## src/rtl/imem_pkg.sv

```systemverilog
// Shared definitions for the instruction-memory arbiter slice.
package imem_pkg;

    localparam int IM_AW_DEF    = 8;
    localparam int IW_DEF       = 16;
    localparam int MAX_WAIT_DEF = 4;
    localparam int CNT_W        = 4;

    // Arbiter ownership mode
    typedef enum logic {
        NORMAL = 1'b0,
        LOCKED = 1'b1
    } arb_state_t;

    // Which requester the in-flight read belongs to
    typedef enum logic [1:0] {
        OWN_NONE = 2'd0,
        OWN_CPU  = 2'd1,
        OWN_HOST = 2'd2
    } owner_t;

endpackage

```

## src/rtl/imem_age_ctr.sv

```systemverilog
// Saturating host wait counter; sat_flag tells the arbiter the host has waited long enough.
module imem_age_ctr
    import imem_pkg::*;
#(
    parameter int MAX_WAIT = MAX_WAIT_DEF
) (
    input  logic clk,
    input  logic rst,
    input  logic clr,
    input  logic inc,
    output logic sat_flag
);

    localparam logic [CNT_W-1:0] SAT_VAL = CNT_W'(MAX_WAIT);

    logic [CNT_W-1:0] wait_cnt;

    // Clear wins over increment; counting stops at the saturation value
    always_ff @(posedge clk) begin
        if (rst) begin
            wait_cnt <= '0;
        end else if (clr) begin
            wait_cnt <= '0;
        end else if (inc && (wait_cnt != SAT_VAL)) begin
            wait_cnt <= wait_cnt + CNT_W'(1);
        end
    end

    assign sat_flag = (wait_cnt == SAT_VAL);

endmodule

```

## src/rtl/imem_arbiter.sv

```systemverilog
// Arbitrates the single-port IMEM between CPU fetch and the host load/debug port.
module imem_arbiter
    import imem_pkg::*;
#(
    parameter int IM_AW    = IM_AW_DEF,
    parameter int IW       = IW_DEF,
    parameter int MAX_WAIT = MAX_WAIT_DEF
) (
    input  logic             clk,
    input  logic             rst,
    input  logic             cpu_req,
    input  logic [IM_AW-1:0] cpu_addr,
    output logic             cpu_gnt,
    output logic             cpu_rvalid,
    output logic [IW-1:0]    cpu_rdata,
    input  logic             host_req,
    input  logic             host_we,
    input  logic [IM_AW-1:0] host_addr,
    input  logic [IW-1:0]    host_wdata,
    output logic             host_gnt,
    output logic             host_rvalid,
    output logic [IW-1:0]    host_rdata,
    input  logic             host_lock,
    output logic             lock_ack,
    output logic             mem_en,
    output logic             mem_we,
    output logic [IM_AW-1:0] mem_addr,
    output logic [IW-1:0]    mem_wdata,
    input  logic [IW-1:0]    mem_rdata
);

    arb_state_t    state;
    owner_t        owner;
    logic          age_sat;
    logic [IW-1:0] cpu_rdata_q;
    logic [IW-1:0] host_rdata_q;

    imem_age_ctr #(
        .MAX_WAIT (MAX_WAIT)
    ) u_age (
        .clk      (clk),
        .rst      (rst),
        .clr      (host_gnt),
        .inc      (host_req && !host_gnt),
        .sat_flag (age_sat)
    );

    // Ownership FSM: host_lock moves us into exclusive host mode and back
    always_ff @(posedge clk) begin
        if (rst) begin
            state    <= NORMAL;
            lock_ack <= 1'b0;
        end else begin
            case (state)
                NORMAL: begin
                    if (host_lock) begin
                        state    <= LOCKED;
                        lock_ack <= 1'b1;
                    end
                end
                LOCKED: begin
                    if (!host_lock) begin
                        state    <= NORMAL;
                        lock_ack <= 1'b0;
                    end
                end
                default: begin
                    state    <= NORMAL;
                    lock_ack <= 1'b0;
                end
            endcase
        end
    end

    // Grant selection: CPU first unless the host has aged out or owns the memory
    always_comb begin
        cpu_gnt  = 1'b0;
        host_gnt = 1'b0;
        if (!rst) begin
            if (state == LOCKED) begin
                host_gnt = host_req;
            end else if (host_req && (!cpu_req || age_sat)) begin
                host_gnt = 1'b1;
            end else begin
                cpu_gnt = cpu_req;
            end
        end
    end

    // Memory port driven from whichever side won this cycle
    always_comb begin
        mem_en    = cpu_gnt || host_gnt;
        mem_we    = host_we && host_gnt;
        mem_addr  = host_gnt ? host_addr : cpu_addr;
        mem_wdata = host_wdata;
    end

    // Tag the granted read and capture returned data so each side holds its last word
    always_ff @(posedge clk) begin
        if (rst) begin
            owner        <= OWN_NONE;
            cpu_rdata_q  <= '0;
            host_rdata_q <= '0;
        end else begin
            if (cpu_gnt) begin
                owner <= OWN_CPU;
            end else if (host_gnt && !host_we) begin
                owner <= OWN_HOST;
            end else begin
                owner <= OWN_NONE;
            end
            if (cpu_rvalid) begin
                cpu_rdata_q <= mem_rdata;
            end
            if (host_rvalid) begin
                host_rdata_q <= mem_rdata;
            end
        end
    end

    // Return steering; a return that lands while rst is high is dropped
    always_comb begin
        cpu_rvalid  = (owner == OWN_CPU) && !rst;
        host_rvalid = (owner == OWN_HOST) && !rst;
        cpu_rdata   = cpu_rvalid ? mem_rdata : cpu_rdata_q;
        host_rdata  = host_rvalid ? mem_rdata : host_rdata_q;
    end

endmodule

```

## config.mk

```make
export PLATFORM = sky130hd
export DESIGN_NAME = imem_arbiter
export DESIGN_NICKNAME = d
export VERILOG_FILES = /design/src/rtl/imem_pkg.sv /design/src/rtl/imem_age_ctr.sv /design/src/rtl/imem_arbiter.sv
export SDC_FILE = /design/constraint.sdc
export NUM_CORES = 1
export LEC_CHECK = 0
export CAP_MARGIN = 20
export CORE_UTILIZATION = 35
export CTS_CLUSTER_DIAMETER = 40
export DETAILED_ROUTE_END_ITERATION = 8
export PLACE_DENSITY = 0.8
export SLEW_MARGIN = 5
export SYNTH_ARGS = -nofsm -noshare
export SYNTH_HDL_FRONTEND = slang
export SYNTH_HIERARCHICAL = 1
export SYNTH_SLANG_ARGS = --single-unit
```

## constraint.sdc

```tcl
create_clock -name clk -period 4.3 [get_ports clk]
set_clock_uncertainty 0.2 [all_clocks]
set_input_delay 0.645 -clock clk [delete_from_list [all_inputs] [get_ports clk]]
set_output_delay 0.645 -clock clk [all_outputs]
set_load 0.01 [all_outputs]
```

==> impl_metrics.yaml, run 1 <==
run_status:
  status: "completed"
clock_tree:
  cts.hold.buffers_added: 0
  tritoncts: "built"
  clk_pin_slew_ns: 0.08
  clock_sinks: 40
  cts_repair_resize_count: 0
  cts.path.max_buffers: 2
  htreeDepth: 2
  root_buffer: "sky130_fd_sc_hd__clkbuf_8"
  post-cts-setup-buffer-count: 0
  cts_made_buffers: 5
  clock_latency_ns: 0.29
hold_path:
  hold_path_startpoint: "lock_ack"
  min_delay_worst_endpoint: "lock_ack"
  hold_path_depth: 2
  type_of_the_tightest_min_delay_check: "reg -> reg"
synth:
  avgSynthCellArea_um2: 11.4
  synthArstFlopShare: 0
  mappedNetlistNets: 229
  post_synth_num_cell_types: 31
  synthDominantCellAreaShare: 0.406
  yosys-top-cells-area: "sky130_fd_sc_hd__dfxtp_1 (41%), sky130_fd_sc_hd__mux2_4 (14%), sky130_fd_sc_hd__mux2_2 (13%), sky130_fd_sc_hd__and2b_1 (6.8%), sky130_fd_sc_hd__buf_4 (6.1%)"
  synth-main-ff-cell: "sky130_fd_sc_hd__dfxtp_1"
  post_synthesis_sequential_element_count: 40
  synthDominantAreaCellType: "sky130_fd_sc_hd__dfxtp_1"
  yosys_warnings: 6
  seq_area_frac_synth: 0.406
  synthesized_instance_count: 173
  edff_count_synth: 0
  netlist_area_um2: 1970
place:
  count_of_buffers_from_port_buffering: 84
  gpl.final_weighted_congestion: 0.704
  dp_hpwl_mm: 3.30
die:
  io-pin-count: 117
  die_height_um: 77.1
  core_region_area_um2: 5270
  die_w_um: 77.1
  die_area_um2: 5950
  start_util: 0.375
  placementRows: 26
sta:
  slew-limit-headroom: 0.737
  tightest_slew_ns: 0.394
  report.final.hold_viol_count: 0
  finalCriticalPeriod_ns: 3.53
  setup_viol: 0
  unrepaired_setup_endpoints_after_global_routing: "false"
  finalMaxSlewViolations: 0
  final_critical_path_share_of_the_clock_period: 0.820
  achievable_frequency_ghz: 0.284
  totalNegativeSetupSlack_ns: 0
layout:
  nNetsFinal: 303
  fillCellCount: 493
  insertedDiodeCount: 0
  drive_above_1_share: 0.238
  area.growth.synth_to_final_pct: 47.0
worst_setup_path:
  critical_path.n_buffers_inverters: 4
  cp_data_arrival_time_ns: 2.68
  reg2regPathDepth: 11
  r2r_slack_ns: 1.76
  worst_ep_required_time_ns: 3.45
  cp_cell_sequence: "clkdlybuf4s50_1 > buf_4 > nor3_1 > buf_4 > mux2_2 > clkdlybuf4s50_1"
  worstReg2RegStart: "u_age/wait_cnt[0]"
  crit_path_end_kind: "output pin"
  path_max_fanout: 24
  crit_slowest_cell: "sky130_fd_sc_hd__clkdlybuf4s50_1"
  critPathTopFamily: "buffers and inverters"
  critPathLaunchType: "primary input"
  slowest_delay_ns: 0.49
  reg2reg_to: "u_age/wait_cnt[3]"
  path_class: "in -> out"
global_routing:
  grtUsageTotal: 0.146
  globalRouteOverflowTotal: 0
  global_route_wire_length_before_repair_mm: 6.78
  grt_max_degree: 25
  grt_pass1_vias: 1497
  grt_antenna_before_repair: 0
route:
  first_pass_iters: 4
  vias_per_cell: 4.63
  drt_first_iter_violations: 23
  drt_wl_total_mm: 4.32
  post_route_drc: 0
  ant_nets: 0
  routed-via-count: 1473
  wl_per_cell_um: 13.6
power_and_ir_drop:
  p_leak_nw: 1.19
  power_density_nw_per_um2: 286
  irDropWorstVdd_mv: 0.149
  total_power_w: 0.000828
flow_run:
  drv.max_cap_violation_count: 0
[worst register-to-register path: stages, from the launching register on]
cell	delay, ns
sky130_fd_sc_hd__dfxtp_1	0.38
sky130_fd_sc_hd__inv_1	0.08
sky130_fd_sc_hd__ha_1	0.20
sky130_fd_sc_hd__nand3b_1	0.14
sky130_fd_sc_hd__inv_2	0.10
sky130_fd_sc_hd__nor3b_1	0.26
sky130_fd_sc_hd__nor3_1	0.08
sky130_fd_sc_hd__buf_4	0.20
sky130_fd_sc_hd__nor2_1	0.31
sky130_fd_sc_hd__nand4_2	0.16
sky130_fd_sc_hd__nor4b_2	0.26
sky130_fd_sc_hd__a31o_1	0.12
[stage by stage]
stage	instance area, µm²	setup slack, ns	std cells	hold slack, ns	utilization
2_1_floorplan	1970	1.79	173	0.284	-
3_3_place_gp	2790	0.775	310	0.260	0.530
3_5_place_dp	2790	0.770	310	0.278	0.530
4_1_cts	2900	0.768	318	0.293	0.551
5_1_grt	2900	0.685	318	0.310	0.551
6_report	2900	0.775	318	0.294	0.551
[area by class of cell]
class                      count  area, µm²  area share
multi-input combinational    104        985       0.339
sequential                    40        801       0.276
tap                           70       87.6      0.0302
clock buffer                   6       72.6      0.0250
clock inverter                 2       35.0      0.0121
inverter                       6       22.5     0.00776
timing repair buffer          90        898       0.310
[synthesized netlist by cell type (all sizes together), types with 3 or more instances]
master   n
nor2b   15
a21oi    3
buf     19
nor3b    3
inv      6
mux2    40
clkbuf   4
nand3    3
and2b   18
dfxtp   40
nor2     3
o21ai    3
[metal layers]
layer	track usage	routed length (µm)	vias to the layer above
met2	0.269	2210	78
li1	-	-	711
met5	0	0	-
met4	0.0642	47	0
met1	0.151	1690	674
met3	0.0440	375	10
[worst max-delay path by stage]
stage / startpoint / slack, ns / to / cells after the start
final: rst / 0.77 / mem_addr[0] / 6
after global routing: rst / 0.68 / mem_addr[6] / 6
after CTS: rst / 0.77 / mem_addr[0] / 6
after detailed placement: rst / 0.77 / host_rdata[2] / 6
after global placement: rst / 0.77 / host_rdata[2] / 6
after floorplan: u_age/wait_cnt[0] / 1.79 / mem_addr[0] / 8
[flip-flops by register name, indices dropped and copies added (netlist names)]
name and count:
state 1, host_rdata_q 16, u_age/wait_cnt 4, lock_ack 1, cpu_rdata_q 16, owner 2
[cell families after synthesis]
group,share of synthesized area
AO/OA/AOI/OAI,0.0348
buffers and inverters,0.0957
flip-flops,0.406
adder cells (fa/ha/maj),0.0127
multiplexers,0.262
AND/OR/NAND/NOR,0.189
[cells in the final DEF (no fill, tap or decap), types with 2 or more instances in the layout]
| cell | n |
|---|---|
| sky130_fd_sc_hd__clkdlybuf4s50_1 | 84 |
| sky130_fd_sc_hd__dfxtp_1 | 40 |
| sky130_fd_sc_hd__mux2_2 | 22 |
| sky130_fd_sc_hd__mux2_4 | 18 |
| sky130_fd_sc_hd__and2b_1 | 18 |
| sky130_fd_sc_hd__nor2b_1 | 15 |
| sky130_fd_sc_hd__inv_1 | 5 |
| sky130_fd_sc_hd__clkbuf_8 | 5 |
| sky130_fd_sc_hd__buf_4 | 5 |
| sky130_fd_sc_hd__a21oi_1 | 3 |
| sky130_fd_sc_hd__nor2_1 | 3 |
| sky130_fd_sc_hd__nand3_1 | 3 |
| sky130_fd_sc_hd__nor3b_4 | 2 |
| sky130_fd_sc_hd__nand2_1 | 2 |
| sky130_fd_sc_hd__a211oi_1 | 2 |
| sky130_fd_sc_hd__o21ai_0 | 2 |
| sky130_fd_sc_hd__a21boi_1 | 2 |
| sky130_fd_sc_hd__ha_1 | 2 |
[power by group]
group	switching [W]	total [W]	internal, W	leakage [nW]
clock network	0.000125	0.000297	0.000172	0.0552
logic	0.0000525	0.000147	0.0000949	0.813
registers	0.00000453	0.000384	0.000380	0.324
total	0.000182	0.000828	0.000647	1.19
(Power assumes the default switching activity.)
==> run 2: changes to the inputs <==
Settings changed: CORE_UTILIZATION 35 to 34, PLACE_DENSITY 0.8 to 0.81.
Clock period 4.3 ns to 3.1 ns, I/O delays scaled along.
==> impl_metrics.yaml, run 2 (synthesis gave the netlist of run 1 again) <==
layout:
  final-seq-area_um2: 803
  nNetsFinal: 311
  insertedDiodeCount: 0
  layout_commonest_cell: "sky130_fd_sc_hd__clkdlybuf4s50_1"
  multiInputGateArea_um2: 1000
  layout_top_registers: "cpu_rdata_q x16, host_rdata_q x16, u_age/wait_cnt x4"
  post_route_cell_area_um2: 2990
  drive_above_1_share: 0.277
  area.growth.synth_to_final_pct: 51.4
  final_cell_count_no_fill: 328
  fillCellCount: 496
  layout_common_cells: "sky130_fd_sc_hd__clkdlybuf4s50_1 (77), sky130_fd_sc_hd__dfxtp_1 (38), sky130_fd_sc_hd__mux2_2 (22)"
die:
  core_region_area_um2: 5540
  die_height_um: 78.2
  start_util: 0.356
  die_w_um: 78.2
  io-pin-count: 117
  die_area_um2: 6120
  placementRows: 27
place:
  gpl.final_weighted_congestion: 0.791
  count_of_buffers_from_port_buffering: 84
  detailedPlace.worstSlack_ns: 0.0559
  dp_hpwl_mm: 3.13
  dpl-instance-area_um2: 2820
  dp_cells: 315
global_routing:
  grt_max_degree: 20
  globalRouteOverflowTotal: 0
  grtUsageTotal: 0.146
  grt_pass1_vias: 1544
  global_route_wire_length_before_repair_mm: 7.01
  grt_antenna_before_repair: 0
route:
  drt_wl_total_mm: 4.30
  drt_first_iter_violations: 42
  wl_per_cell_um: 13.1
  post_route_drc: 0
  routed-via-count: 1495
  first_pass_iters: 4
  ant_nets: 0
  vias_per_cell: 4.56
sta:
  unrepaired_setup_endpoints_after_global_routing: "true"
  setup_viol: 0
  tightest_slew_ns: 0.401
  totalNegativeSetupSlack_ns: 0
  finalCriticalPeriod_ns: 3.03
  hold_slack_ns: 0.300
  finalMaxSlewViolations: 0
  report.final.hold_viol_count: 0
  timing.final.ws_setup_ns: 0.0700
  slew-limit-headroom: 0.732
  achievable_frequency_ghz: 0.330
  final_critical_path_share_of_the_clock_period: 0.977
worst_setup_path:
  critical_path.n_buffers_inverters: 4
  cp_data_arrival_time_ns: 2.37
  r2r_slack_ns: 0.60
  slowest_delay_ns: 0.47
  worst_ep_required_time_ns: 2.43
  reg2reg_to: "u_age/wait_cnt[3]"
  crit_slowest_cell: "sky130_fd_sc_hd__clkdlybuf4s50_1"
  path_max_fanout: 6
  reg2regPathDepth: 11
  critPathLaunchType: "flop"
  critical_path_startpoint: "u_age/wait_cnt[0]"
  worstReg2RegStart: "u_age/wait_cnt[0]"
  critPathTopFamily: "buffers and inverters"
  cp_cell_sequence: "inv_1 > ha_1 > nand3b_1 > inv_4 > nor3b_4 > nor3_2 > buf_4 > mux2_2 > clkdlybuf4s50_1"
  crit_path_end_kind: "output pin"
  critical_path_depth: 9
  path_class: "reg -> out"
  critical_path_end: "mem_addr[4]"
clock_tree:
  htreeDepth: 2
  clk_pin_slew_ns: 0.08
  clock_sinks: 40
  cts_made_buffers: 5
  clock_latency_ns: 0.29
  tritoncts: "built"
  cts.path.max_buffers: 2
  root_buffer: "sky130_fd_sc_hd__clkbuf_8"
  cts.hold.buffers_added: 0
hold_path:
  hold_path_depth: 2
  hold_path_startpoint: "lock_ack"
  type_of_the_tightest_min_delay_check: "reg -> reg"
power_and_ir_drop:
  p_leak_nw: 1.29
  irDropWorstVdd_mv: 0.169
  power_density_nw_per_um2: 368
run_status:
  status: "completed"
flow_run:
  drv.max_cap_violation_count: 0
## run 2: area by class of cell
type,instances,area share
clock buffers,7,0.0289
clock inverters,1,0.00251
inverters,6,0.00837
multi-input cells,104,0.335
flip-flops and latches,40,0.269
well taps,72,0.0301
repair buffers,98,0.326
## run 2: metal layers
metal  vias up  wire [µm]  track usage  part of all wire
met5         -          0            0                 0
met4         0         60       0.0611             0.014
met3        11        328       0.0488             0.076
met2        77       2160        0.250              0.50
met1       676       1760        0.166              0.41
li1        731          -            -                 -
## run 2: worst min-delay path, cell delays in order (launching register included)
cell                      delay [ns]
sky130_fd_sc_hd__dfxtp_1        0.32
sky130_fd_sc_hd__o21ai_0        0.07
sky130_fd_sc_hd__a21oi_1        0.06
## run 2: per-stage QoR
stage | utilization | total power, W
2_1_floorplan | - | 0.000651
3_3_place_gp | 0.509 | 0.000749
3_5_place_dp | 0.509 | 0.000753
4_1_cts | 0.528 | 0.00112
5_1_grt | 0.540 | 0.00116
6_report | 0.540 | 0.00110
## run 2: power by group
part / internal [W] / switching [W]
Combinational: 0.000134 / 0.0000736
Clock: 0.000181 / 0.000178
Sequential: 0.000527 / 0.00000648
## run 2: worst min path at each step
stage and to:
2_1_floorplan u_age/wait_cnt[3], 3_3_place_gp lock_ack, 3_5_place_dp lock_ack, 4_1_cts lock_ack
5_1_grt lock_ack, 6_report lock_ack
## run 2: repair_timing
action,in CTS,in global routing
setup buffers,0,5
setup endpoints to repair,8,8
gates resized for setup,3,10
==> edit: new RTL, settings of run 2 <==
The 3 values of `owner_t` get a one-hot encoding in 3 bits.
--- a/src/rtl/imem_pkg.sv
+++ b/src/rtl/imem_pkg.sv
@@ -15,6 +15,6 @@
     // Which requester the in-flight read belongs to
-    typedef enum logic [1:0] {
-        OWN_NONE = 2'd0,
-        OWN_CPU  = 2'd1,
-        OWN_HOST = 2'd2
+    typedef enum logic [2:0] {
+        OWN_NONE = 3'b001,
+        OWN_CPU  = 3'b010,
+        OWN_HOST = 3'b100
     } owner_t;
Function: no difference found for any inputs over 10 cycles, from zero or initial values and one cycle with rst high; not proved beyond that.
==> edit against run 2 <==
  * Synthesized area up 1.7%
  * Setup slack better by 41 ps
  * Non-clock buffer count is 2 lower
  * Routed wire length is 0.88% lower
  * Total power decreased by 5.8%
  * Highest routed layer unchanged
  * Clock power is 5% lower
  * Sequential cell count grew 1
  * Core utilization down 1.1 points
  * Design area is 0.92% lower
  * Sequential share of layout area is 0.93 points higher
==> edit: results (changes against run 2) <==
- The run finished with clean final reports.
- The number of antenna violations at the first check in global routing is 0 (unchanged).
- The leakage power is 0.001252 uW (-3.1%).
- The share of cells above drive strength 1 is 27.34% (-0.39 points).
- The total CTS buffers is 5 (unchanged).
- The number of distinct standard cells referenced by the synthesized netlist is 30 (-3.2%).
- The cell area after placement is 0.002844 sq mm (+0.89%).
- The area of the die came to 0.006218 sq mm (+1.7%).
- The number of fill cells is 522 (+5.2%).
- The largest fanout of any net on the critical path is 7 (+1).
- The number of antenna diodes is 0 (unchanged).
- The sequential fraction of the synthesis area is 40.87% (+0.31 points).
- The total wire length is 4.265 mm (-0.88%).
- The overall track demand over capacity in global routing is 14.04% (-0.58 points).
- The biggest cell delay along the critical path is 530 ps (+60 ps).
- For this design, the slowest cell found on the critical path is sky130_fd_sc_hd__clkdlybuf4s50_1.
- The highest ir drop seen on vdd is 0.1584 mV (-6.4%).
- The count of TritonRoute iterations in the first routing pass is 2 (-2).
- The clock latency on the worst-skew pair is 290 ps (about the same).
- The worst slew margin relative to its limit was 70.91% (-2.3 points).
- The largest net degree at the start of global routing is 33 (+65%).
- After synthesis, the cell types taking the most area are sky130_fd_sc_hd__dfxtp_1 (41%), sky130_fd_sc_hd__mux2_4 (13%), sky130_fd_sc_hd__mux2_2 (12%).
- The commonest cells after synthesis are sky130_fd_sc_hd__dfxtp_1 (41), sky130_fd_sc_hd__and2_1 (34), sky130_fd_sc_hd__mux2_2 (22).
- The starting DRC count in detailed routing is 31 (-26%).
- The half-perimeter wire length after placement is 3.320 mm (+5.9%).
- The clock root buffer is sky130_fd_sc_hd__clkbuf_8.
- The remaining number of nets flagged by the antenna check after routing is 0 (unchanged).
- The count of port buffers added during placement is 84 (unchanged).
- The number of nets in the finished design is 311 (unchanged).
- The number of global-route vias before repair came to 1,505 (-2.5%).
- The largest area contributor in the synthesized netlist is sky130_fd_sc_hd__dfxtp_1.
- The post-synthesis net count is 231 (+0.87%).
- The worst slack after detailed placement was -21.33 ps (-77.24 ps).
- The mean number of vias per cell is 4.558 (unchanged).
- The wire length of the first global-routing pass was 6.686 mm (-4.6%).
- The final estimated routing congestion in global placement is 0.6958 (-12%).
- The die outline width is 78.86 um (+0.83%).
## edit: final timing paths
path / depth (start not counted) / to / start / slack (ps)
worst max register to register: 10 / u_age/wait_cnt[3]$_SDFFE_PP0P_ / u_age/wait_cnt[0]$_SDFFE_PP0P_ / 700
worst min register to register: 2 / lock_ack$_SDFFE_PP0P_ / lock_ack$_SDFFE_PP0P_ / 290
worst max-delay path: 7 / cpu_gnt / u_age/wait_cnt[0]$_SDFFE_PP0P_ / 110
worst min-delay path: 2 / lock_ack$_SDFFE_PP0P_ / lock_ack$_SDFFE_PP0P_ / 290
## edit: kinds of logic (layout without fill, tap and decap cells)
kind of cell             Yosys count  count (layout)  share of synthesized area [%]
multiplexers                      40              40                          25.79
buffers and inverters             31             112                          10.34
AND/OR/NAND/NOR                   49              49                          17.69
AO/OA/AOI/OAI                     12              12                          4.049
flip-flops                        41              41                          40.87
adder cells (fa/ha/maj)            2               2                          1.246
## edit: layout make-up
class	count	share of cell area (%)
clock buffer	5	2.324
tap	72	3.042
timing repair buffer	96	32.15
sequential	41	27.80
clock inverter	3	0.5915
multi-input combinational	103	33.08
inverter	8	1.014
## edit: per-stage QoR
stage                     utilization, %  hold slack [ps]  std cells  total power [uW]
after floorplan                        -            246.3        175             632.9
after global placement             50.71            255.7        319             708.8
after detailed placement           50.71            277.5        319             711.7
after CTS                          52.50            289.6        328              1054
after global routing               52.81            342.7        328              1085
final                              52.81            294.3        328              1036
## edit: metal layers
layer / GRT usage (%) / part of all wire [%]
met5: 0 / 0
met1: 14.98 / 41
met4: 5.818 / 1.8
met2: 24.96 / 49
met3: 5.057 / 8.5
## edit: tightest hold or removal path: cells and delay by family (launching register included)
kind	cells	cell delay [ps]
AO/OA/AOI/OAI	2	130
flip-flops	1	320
## edit: timing repair
action | in CTS | in global routing
gates cloned | 0 | 0
gates resized for setup | 7 | 7
setup endpoints to repair | 12 | 27
endpoints found under the hold margin | 0 | 0
buffers inserted | 1 | 0
pin swaps | 0 | 1
## edit: power breakdown
part           switching (uW)  leakage, uW  internal [uW]
registers                6.72     0.000333            535
clock network             186    0.0000439            155
logic                    53.7     0.000876           98.6
total                     246      0.00125            789
